[src/rtl/pdcch_pkg.sv]
// Shared definitions for the PDCCH DMRS pseudo-random sequence path:
// controller config word, Gold warm-up length and PN generator state encoding.
package pdcch_pkg;

    localparam int PDCCH_NC = 1600;

    typedef struct packed {
        logic [47:0] freq_bit_map;
        logic [15:0] pn_seq_len;
        logic [15:0] dmrs_offset;
        logic [31:0] c_init;
    } pdcch_controller_configs;

    typedef enum logic [1:0] {
        PN_IDLE   = 2'd0,
        PN_WARMUP = 2'd1,
        PN_GEN    = 2'd2,
        PN_OUT    = 2'd3
    } pn_state_t;

endpackage

[src/rtl/pdcch_gold_lfsr.sv]
// x1/x2 Gold-sequence LFSR pair; one step per cycle when step is high.
// chip always reflects the current register state, c(n) = x1(n) ^ x2(n).
module pdcch_gold_lfsr (
    input  logic        clk,
    input  logic        reset,
    input  logic        load,
    input  logic [30:0] x2_init,
    input  logic        step,
    output logic        chip
);

    logic [30:0] x1_q;
    logic [30:0] x1_d;
    logic [30:0] x2_q;
    logic [30:0] x2_d;

    // Bit 0 holds x(n); the new bit x(n+31) enters at bit 30.
    always_comb begin
        x1_d = x1_q;
        x2_d = x2_q;
        if (load) begin
            x1_d = 31'h1;
            x2_d = x2_init;
        end else if (step) begin
            x1_d = {x1_q[3] ^ x1_q[0], x1_q[30:1]};
            x2_d = {x2_q[3] ^ x2_q[2] ^ x2_q[1] ^ x2_q[0], x2_q[30:1]};
        end
    end

    always_ff @(posedge clk or negedge reset) begin
        if (!reset) begin
            x1_q <= '0;
            x2_q <= '0;
        end else begin
            x1_q <= x1_d;
            x2_q <= x2_d;
        end
    end

    assign chip = x1_q[0] ^ x2_q[0];

endmodule

[src/rtl/pdcch_pn_seq_gen.sv]
// Gold PN generator for PDCCH DMRS: seeds from C_init, discards NC+dmrs_offset
// chips, then streams pn_seq_len chips packed LSB-first into OUT_W-bit beats.
module pdcch_pn_seq_gen
    import pdcch_pkg::*;
#(
    parameter int CFG_W = $bits(pdcch_controller_configs),
    parameter int OUT_W = 32,
    parameter int NC    = PDCCH_NC
) (
    input  logic             clk,
    input  logic             reset,
    input  logic [CFG_W-1:0] s_axis_pn_config_data,
    input  logic             s_axis_pn_config_valid,
    output logic             s_axis_pn_config_ready,
    output logic [OUT_W-1:0] m_axis_pn_data,
    output logic             m_axis_pn_valid,
    output logic             m_axis_pn_last,
    input  logic             m_axis_pn_ready,
    output logic             busy
);

    localparam int IDX_W  = $clog2(OUT_W + 1);
    localparam int WARM_W = 17;

    pdcch_controller_configs cfg_in;
    logic                    cfg_unused;

    pn_state_t          state_q, state_d;
    logic [WARM_W-1:0]  warm_cnt_q, warm_cnt_d;
    logic [15:0]        chip_cnt_q, chip_cnt_d;
    logic [IDX_W-1:0]   idx_q, idx_d;
    logic [OUT_W-1:0]   word_q, word_d;
    logic               valid_q, valid_d;
    logic               last_q, last_d;
    logic               busy_q, busy_d;
    logic               ready_q, ready_d;

    logic               lfsr_load;
    logic               lfsr_step;
    logic               chip;
    logic [OUT_W-1:0]   bit_sel;

    assign cfg_in     = pdcch_controller_configs'(s_axis_pn_config_data);
    assign cfg_unused = ^{cfg_in.freq_bit_map, cfg_in.c_init[31]};

    pdcch_gold_lfsr u_lfsr (
        .clk     (clk),
        .reset   (reset),
        .load    (lfsr_load),
        .x2_init (cfg_in.c_init[30:0]),
        .step    (lfsr_step),
        .chip    (chip)
    );

    // One-hot decode of the current write position within the beat.
    genvar gi;
    generate
        for (gi = 0; gi < OUT_W; gi++) begin : g_sel
            assign bit_sel[gi] = (idx_q == IDX_W'(gi));
        end
    endgenerate

    always_comb begin
        state_d    = state_q;
        warm_cnt_d = warm_cnt_q;
        chip_cnt_d = chip_cnt_q;
        idx_d      = idx_q;
        word_d     = word_q;
        valid_d    = valid_q;
        last_d     = last_q;
        busy_d     = busy_q;
        ready_d    = ready_q;
        lfsr_load  = 1'b0;
        lfsr_step  = 1'b0;

        case (state_q)
            PN_IDLE: begin
                ready_d = 1'b1;
                if (s_axis_pn_config_valid && ready_q) begin
                    lfsr_load  = 1'b1;
                    warm_cnt_d = WARM_W'(NC) + WARM_W'(cfg_in.dmrs_offset);
                    chip_cnt_d = cfg_in.pn_seq_len;
                    idx_d      = '0;
                    word_d     = '0;
                    last_d     = 1'b0;
                    // A zero-length request is consumed without leaving IDLE.
                    if (cfg_in.pn_seq_len != 16'd0) begin
                        state_d = PN_WARMUP;
                        busy_d  = 1'b1;
                        ready_d = 1'b0;
                    end
                end
            end

            PN_WARMUP: begin
                if (warm_cnt_q == '0) begin
                    state_d = PN_GEN;
                end else begin
                    lfsr_step  = 1'b1;
                    warm_cnt_d = warm_cnt_q - WARM_W'(1);
                end
            end

            PN_GEN: begin
                lfsr_step  = 1'b1;
                word_d     = word_q | (bit_sel & {OUT_W{chip}});
                idx_d      = idx_q + IDX_W'(1);
                chip_cnt_d = chip_cnt_q - 16'd1;
                if (idx_d == IDX_W'(OUT_W) || chip_cnt_d == 16'd0) begin
                    state_d = PN_OUT;
                    valid_d = 1'b1;
                    last_d  = (chip_cnt_d == 16'd0);
                end
            end

            PN_OUT: begin
                if (m_axis_pn_ready) begin
                    valid_d = 1'b0;
                    idx_d   = '0;
                    word_d  = '0;
                    if (last_q) begin
                        state_d = PN_IDLE;
                        busy_d  = 1'b0;
                        ready_d = 1'b1;
                        last_d  = 1'b0;
                    end else begin
                        state_d = PN_GEN;
                    end
                end
            end

            default: state_d = PN_IDLE;
        endcase
    end

    always_ff @(posedge clk or negedge reset) begin
        if (!reset) begin
            state_q    <= PN_IDLE;
            warm_cnt_q <= '0;
            chip_cnt_q <= '0;
            idx_q      <= '0;
            word_q     <= '0;
            valid_q    <= 1'b0;
            last_q     <= 1'b0;
            busy_q     <= 1'b0;
            ready_q    <= 1'b0;
        end else begin
            state_q    <= state_d;
            warm_cnt_q <= warm_cnt_d;
            chip_cnt_q <= chip_cnt_d;
            idx_q      <= idx_d;
            word_q     <= word_d;
            valid_q    <= valid_d;
            last_q     <= last_d;
            busy_q     <= busy_d;
            ready_q    <= ready_d;
        end
    end

    assign s_axis_pn_config_ready = ready_q;
    assign m_axis_pn_data         = word_q;
    assign m_axis_pn_valid        = valid_q;
    assign m_axis_pn_last         = last_q;
    assign busy                   = busy_q;

endmodule

[config.mk]
export PLATFORM = sky130hd
export DESIGN_NAME = pdcch_pn_seq_gen
export DESIGN_NICKNAME = d
export VERILOG_FILES = /design/src/rtl/pdcch_pkg.sv /design/src/rtl/pdcch_gold_lfsr.sv /design/src/rtl/pdcch_pn_seq_gen.sv
export SDC_FILE = /design/constraint.sdc
export NUM_CORES = 1
export LEC_CHECK = 0
export CAP_MARGIN = 20
export CORE_MARGIN = 5
export CORE_UTILIZATION = 51
export DETAILED_ROUTE_END_ITERATION = 10
export PLACE_DENSITY = 0.78
export SLEW_MARGIN = 20
export SYNTH_ARGS = -nofsm -noshare
export SYNTH_HDL_FRONTEND = slang
export SYNTH_SLANG_ARGS = --single-unit
export TNS_END_PERCENT = 1
[constraint.sdc]
create_clock -name clk -period 2.3 [get_ports clk]
set_input_delay 0.575 -clock clk [delete_from_list [all_inputs] [get_ports clk]]
set_output_delay 0.575 -clock clk [all_outputs]
set_load 0.1 [all_outputs]
* Yosys cells after proc, flatten, opt, wreduce, memory -nomap -nowiden
Cells that the tools add are included.
Storage, ports and cells: bits of input ports 116, output and inout bits 36, register bits 139
Cells by class: bitwise logic cells 7, equal/unequal tests 42, mux-type cells 42, add/subtract/negate cells 4, reduce and logical (&&, ||, !) cells 21
Operator list (number):
- $mux 31 | 4
- $eq 6x5->1 const B | 16
- $pmux 32 s3 | 1
- $mux 32 | 2
- $eq 6x4->1 const B | 8
- $mux 17 | 2
- $pmux 17 s2 | 1
- $and 32x32->32 | 1
- $or 32x32->32 | 1
- $pmux 16 s2 | 1
- $eq 6x3->1 const B | 4
- $pmux 6 s3 | 1
- $add 11x16->17 const A | 1
- $logic_not 17->1 | 1
- $sub 17x1->17 const B | 1
- $logic_not 16->1 | 1
- $mux 16 | 1
- $reduce_bool 16->1 | 1
- $sub 16x1->16 const B | 1
- $mux 1 | 15
- $ne 2x2->1 const B | 7
- $eq 6x2->1 const B | 2
- $mux 2 | 6
- $mux 6 | 2
- other kinds (19) | 35

* Logic depth before layout (Yosys ltp)
word-level depth 5, gate-level depth with buffers 9, mapped depth without buffers 7

* By module
A second synthesis with hierarchy kept.
Second synthesis, totals: cells, all modules 766, area total of the unflattened synthesis 7277.0 µm²
Modules (own cells, without submodules):
- pdcch_pn_seq_gen | times used 1, cells each 526, sequential area each 1926.8 µm², area each 4544.4 µm²
- pdcch_gold_lfsr | times used 1, cells each 240, sequential area each 1551.5 µm², area each 2732.6 µm²

* Least setup slack after synthesis
Ideal clock, no wire load.
path type reg-to-reg, start reg ready_q, in the netlist s_axis_pn_config_ready, end reg word_q[11], in the netlist m_axis_pn_data[11], period minus slack after synthesis 2152 ps, path buffers 0, slack 148 ps, arrival 2078 ps, cell stages (with the launch flop) 6, cell sequence dfrtp_1 > a21bo_2 > nand4_1 > nor4b_1 > a21oi_1 > nor2_1
On the way: word-level cells in the longest chain between the ends 3
Ends and longest elaborated chain:
- start, declared | RTL line pdcch_pn_seq_gen.sv:36 | logic ready_q, ready_d;
- start signal, assigned | RTL line pdcch_pn_seq_gen.sv:156 | ready_q <= ready_d;
- $logic_and 1x1->1 | RTL line pdcch_pn_seq_gen.sv:79 | if (s_axis_pn_config_valid && ready_q) begin
- $ne 2x2->1 (no source line)
- $reduce_and 3->1 (no source line)
- end signal, assigned | RTL line pdcch_pn_seq_gen.sv:152 | word_q <= word_d;
- end, declared | RTL line pdcch_pn_seq_gen.sv:32 | logic [OUT_W-1:0] word_q, word_d;
No other way between the ends. A chain may end at the register's enable or synchronous reset.

* Worst setup path in the final report
start reg state_q[1], end reg word_q[16], in the netlist m_axis_pn_data[16]
On the way: word-level cells in the longest chain between the ends 3, elaborated cells on any way between the ends 8
Ends and longest elaborated chain:
- start, declared | RTL line pdcch_pn_seq_gen.sv:28 | pn_state_t state_q, state_d;
- start signal, assigned | RTL line pdcch_pn_seq_gen.sv:148 | state_q <= state_d;
- $eq 2x2->1 / $logic_not 2->1 (equally long branches) | RTL line pdcch_pn_seq_gen.sv:76 | case (state_q)
- $ne 2x2->1 (no source line) / $reduce_bool 3->1 (equally long branches)
- $reduce_and 3->1 (no source line)
Parallel ways exist; a longest one is shown, timed or not.

==> flow_metrics.env <==
export IMPL_status="complete, no violations"
export IMPL_endpoint_kind="flop"
export IMPL_via_count=6242
export IMPL_cts_tree="yes"
export IMPL_syn_inst=807
export IMPL_clock_path_buffers=2
export IMPL_synthFlopType="dfrtp_1"
export IMPL_grt_pass1_wl_mm=28.93
export IMPL_rows=42
export IMPL_hold_violations=0
export IMPL_startpoint_type="flop"
export IMPL_ff2ff_setup_slack_ns=0.14
export IMPL_setup_worst_path_end="m_axis_pn_data[16]"
export IMPL_slew_viol_final=0
export IMPL_p_sw_frac=0.4066
export IMPL_startpoint="state_q[1]"
export IMPL_grt_max_degree=63
export IMPL_hpwl_mm=11.36
export IMPL_ff2ff_path_depth=8
export IMPL_path_delay_family="compound AO/OA/AOI/OAI gates"
export IMPL_ys_warn_count=0
export IMPL_power_switching_mw=5.089
export IMPL_ir_drop_mv=0.7349
export IMPL_avgSynthCellArea_sq_um=8.701
export IMPL_setup_viol=0
export IMPL_drv_cap=0
export IMPL_cts_hold_buf=0
export IMPL_synth_edf_count=0
export IMPL_syn_nets=935
export IMPL_cp_slowest_stage_delay_ns=0.44
export IMPL_dpl_cell_area_sq_um=8384
export IMPL_arrival_ns=2.48
export IMPL_worst_slew_pin_slew_ns=0.5741
export IMPL_dp_slack_ns=-0.2396
export IMPL_final_nets=1054
export IMPL_antenna_found_initial=0
export IMPL_crit_fanout=31
export IMPL_clkTransAtPathRegs_ns=0.06
export IMPL_initial_utilization=0.5261
export IMPL_fp_dieW_microns=127.3
export IMPL_met2_usage=0.3394
export IMPL_io_pins=152
export IMPL_async_flop_share=1.000
export IMPL_drtPass1Iterations=5
export IMPL_clkLatencyLatePin_ns=0.42
export IMPL_drtIter0Drc=502
export IMPL_design_die_area_sq_um=16210
export IMPL_n_antenna_cell=0
export IMPL_overflow=0
export IMPL_nFillCells=1099
export IMPL_p_per_area_nw_per_um2=1378
export IMPL_grt_busiest_layer="met2"
export IMPL_r2r_end="m_axis_pn_data[16]"
export IMPL_internal_power_mw=7.428
export IMPL_numPortBuffers=102
export IMPL_clock_fmax_mhz=462.5
export IMPL_fin_crit_ns=2.162
export IMPL_path_cells="inv_1 > ha_2 > a21bo_2 > and3_1 > nand2_1 > buf_12 > nand2_1 > o21ai_0"
export IMPL_yosysSeqAreaShare=0.4954
export IMPL_path_common_cell="nand2_1"
export IMPL_yosys_area_top_type="dfrtp_1"
export IMPL_slew_headroom=0.6146
export IMPL_reg2reg_from="state_q[1]"
export IMPL_wl_per_cell_microns=15.36
export IMPL_cp_buffers_inverters=2
export IMPL_grtUsageTotal=0.2163
export IMPL_p_total_mw=12.52
export IMPL_synth_cell_area_sq_um=7022
export IMPL_final_antenna_net_count=0
export IMPL_clock_sinks=139
export IMPL_synthDominantCellAreaShare=0.4954
export IMPL_p_comb_frac=0.441
export IMPL_p_leak_nw=3.892
export IMPL_crit_type="reg -> reg"
export IMPL_gr_usage_met1=0.2953
export IMPL_drive_gt1_frac=0.1439
export IMPL_slowest_stage="dfrtp_1"
export IMPL_required_ns=2.62
export IMPL_synth_seq_cells=139
export IMPL_synth_cell_type_count=68
export IMPL_fin_tns_setup_ns=0
export IMPL_routed_wl_mm=17.11
export IMPL_drc_errors=0
export IMPL_numCtsBuffers=17
export IMPL_root_buffer="clkbuf_16"
export IMPL_seqPwrFrac=0.328
export IMPL_hp_class="in -> async"
export IMPL_core_sq_um=13350
export IMPL_area_growth_syn_to_layout_pct=29.38
export IMPL_die_h_microns=127.3
export IMPL_h_tree_depth=4
export IMPL_setup_slack_ns=0.1377
export IMPL_cp_depth=8
export IMPL_gp_congestion=0.8086
export IMPL_fin_area_sq_um=9085
export IMPL_p_clk_frac=0.231
export IMPL_period_share=0.9401
export IMPL_vias_per_cell=5.603
export IMPL_clock_skew_ns=0.01072
export IMPL_yosys_top_cells_area="dfrtp_1 (50%), a21oi_1 (9.5%), nand2_1 (8.8%)"
export IMPL_grt_pass1_vias=6113
export IMPL_use_met3=0.05342
==> stage by stage <==
step           utilization  instances  hold WS [ns]
2_1_floorplan            -        807        0.2794
3_3_place_gp        0.6281       1079        0.4622
3_5_place_dp        0.6281       1079        0.4731
4_1_cts             0.6761       1110       0.06908
5_1_grt             0.6806       1114       0.08569
6_report            0.6806       1114       0.06060
==> worst reg2reg max path, cell delays in order, from the launching register on <==
cell,delay (ns)
dfrtp_1,0.44
inv_1,0.12
ha_2,0.25
a21bo_2,0.28
and3_1,0.19
nand2_1,0.13
buf_12,0.19
nand2_1,0.21
o21ai_0,0.25
==> state kept, by name, indices dropped and copies added, names as in the netlist <==
name and flops:
u_lfsr.x2_q 31, m_axis_pn_valid 1, m_axis_pn_data 32, idx_q 6
chip_cnt_q 16, m_axis_pn_last 1, warm_cnt_q 17, s_axis_pn_config_ready 1
u_lfsr.x1_q 31, busy 1, state_q 2
==> timing repair <==
action,in CTS,in global routing
endpoints found under the setup margin,1,72
gates cloned,0,0
pin swaps,0,1
setup buffers,0,4
resized for setup,2,7
==> cell type report <==
| type | instances | area, sq um | area share |
|---|---|---|---|
| sequential | 139 | 3478 | 0.3829 |
| multi-input combinational | 604 | 3337 | 0.3673 |
| timing repair buffer | 145 | 1350 | 0.1486 |
| clock buffer | 19 | 452.9 | 0.04986 |
| tap | 176 | 220.2 | 0.02424 |
| clock inverter | 12 | 171.4 | 0.01887 |
| inverter | 19 | 75.07 | 0.008263 |
==> cell usage after synthesis, types with 2 or more instances <==
master	count
o32ai_1	3
clkbuf_1	31
a31oi_1	6
o22ai_1	10
a2bb2oi_1	6
or3_1	3
a21oi_2	2
nor4b_1	3
buf_2	8
or4_1	3
buf_4	2
nand2b_1	5
nor2_1	70
and2_1	3
a22o_1	2
o21ai_1	16
nor4_4	2
nand4_1	5
and3_1	6
nor4_1	7
nor2b_1	3
dfrtp_1	139
o21a_1	4
nor4_2	2
o211ai_1	2
xnor2_1	9
mux2i_1	5
buf_1	4
xor2_1	5
nand3_1	19
nor3_1	11
o22a_1	6
a41oi_1	4
ha_1	12
o21ai_0	42
a21boi_0	2
inv_1	19
a21oi_1	133
nand2_1	164
==> worst min path at each step <==
stage	from	to	slack [ns]	cells after the start
3_3_place_gp	m_axis_pn_data[16]	m_axis_pn_data[16]	0.46	2
4_1_cts	reset	warm_cnt_q[7]	0.07	1
5_1_grt	reset	warm_cnt_q[7]	0.09	1
6_report	reset	warm_cnt_q[7]	0.06	1
2_1_floorplan	reset	busy	0.28	0
3_5_place_dp	m_axis_pn_data[27]	m_axis_pn_data[27]	0.47	2
==> kinds of logic after synthesis <==
kind of cell               synth area share
adders and majority gates           0.02138
xor gates and xnor gates            0.01746
AOI/OAI and AO/OA                    0.2145
muxes                              0.007128
and+or+nand+nor                      0.2074
buffers and inverters               0.03671
DFF                                  0.4954
==> metal layers <==
| metal | share of wire | wire (microns) | vias to the layer above |
|---|---|---|---|
| met5 | 0 | 0 | - |
| met4 | 0.014 | 237 | 0 |
| met3 | 0.057 | 983 | 21 |
| met2 | 0.47 | 8040 | 166 |
| met1 | 0.46 | 7847 | 2984 |
| li1 | - | - | 3071 |
==> cell usage in the layout (no fill, tap or decap), drive strengths merged, types with 10 or more instances in the layout <==
cell             n
nand2          164
dfrtp          139
a21oi          135
buf             80
nor2            71
clkdlybuf4s50   65
o21ai           59
nand3           19
clkbuf          19
inv             18
nor3            12
ha              12
nor4            11
o22ai           10
==> power groups by stage <==
stage / registers (mW) / logic, mW / clock network, mW
CTS: 4.08 / 5.40 / 2.92
global placement: 4.07 / 5.20 / 0
floorplan: 4.18 / 3.59 / 0
global route: 4.23 / 6.15 / 3.04
detailed placement: 4.10 / 5.33 / 0
finish: 4.11 / 5.52 / 2.89
(Power assumes the default switching activity.)
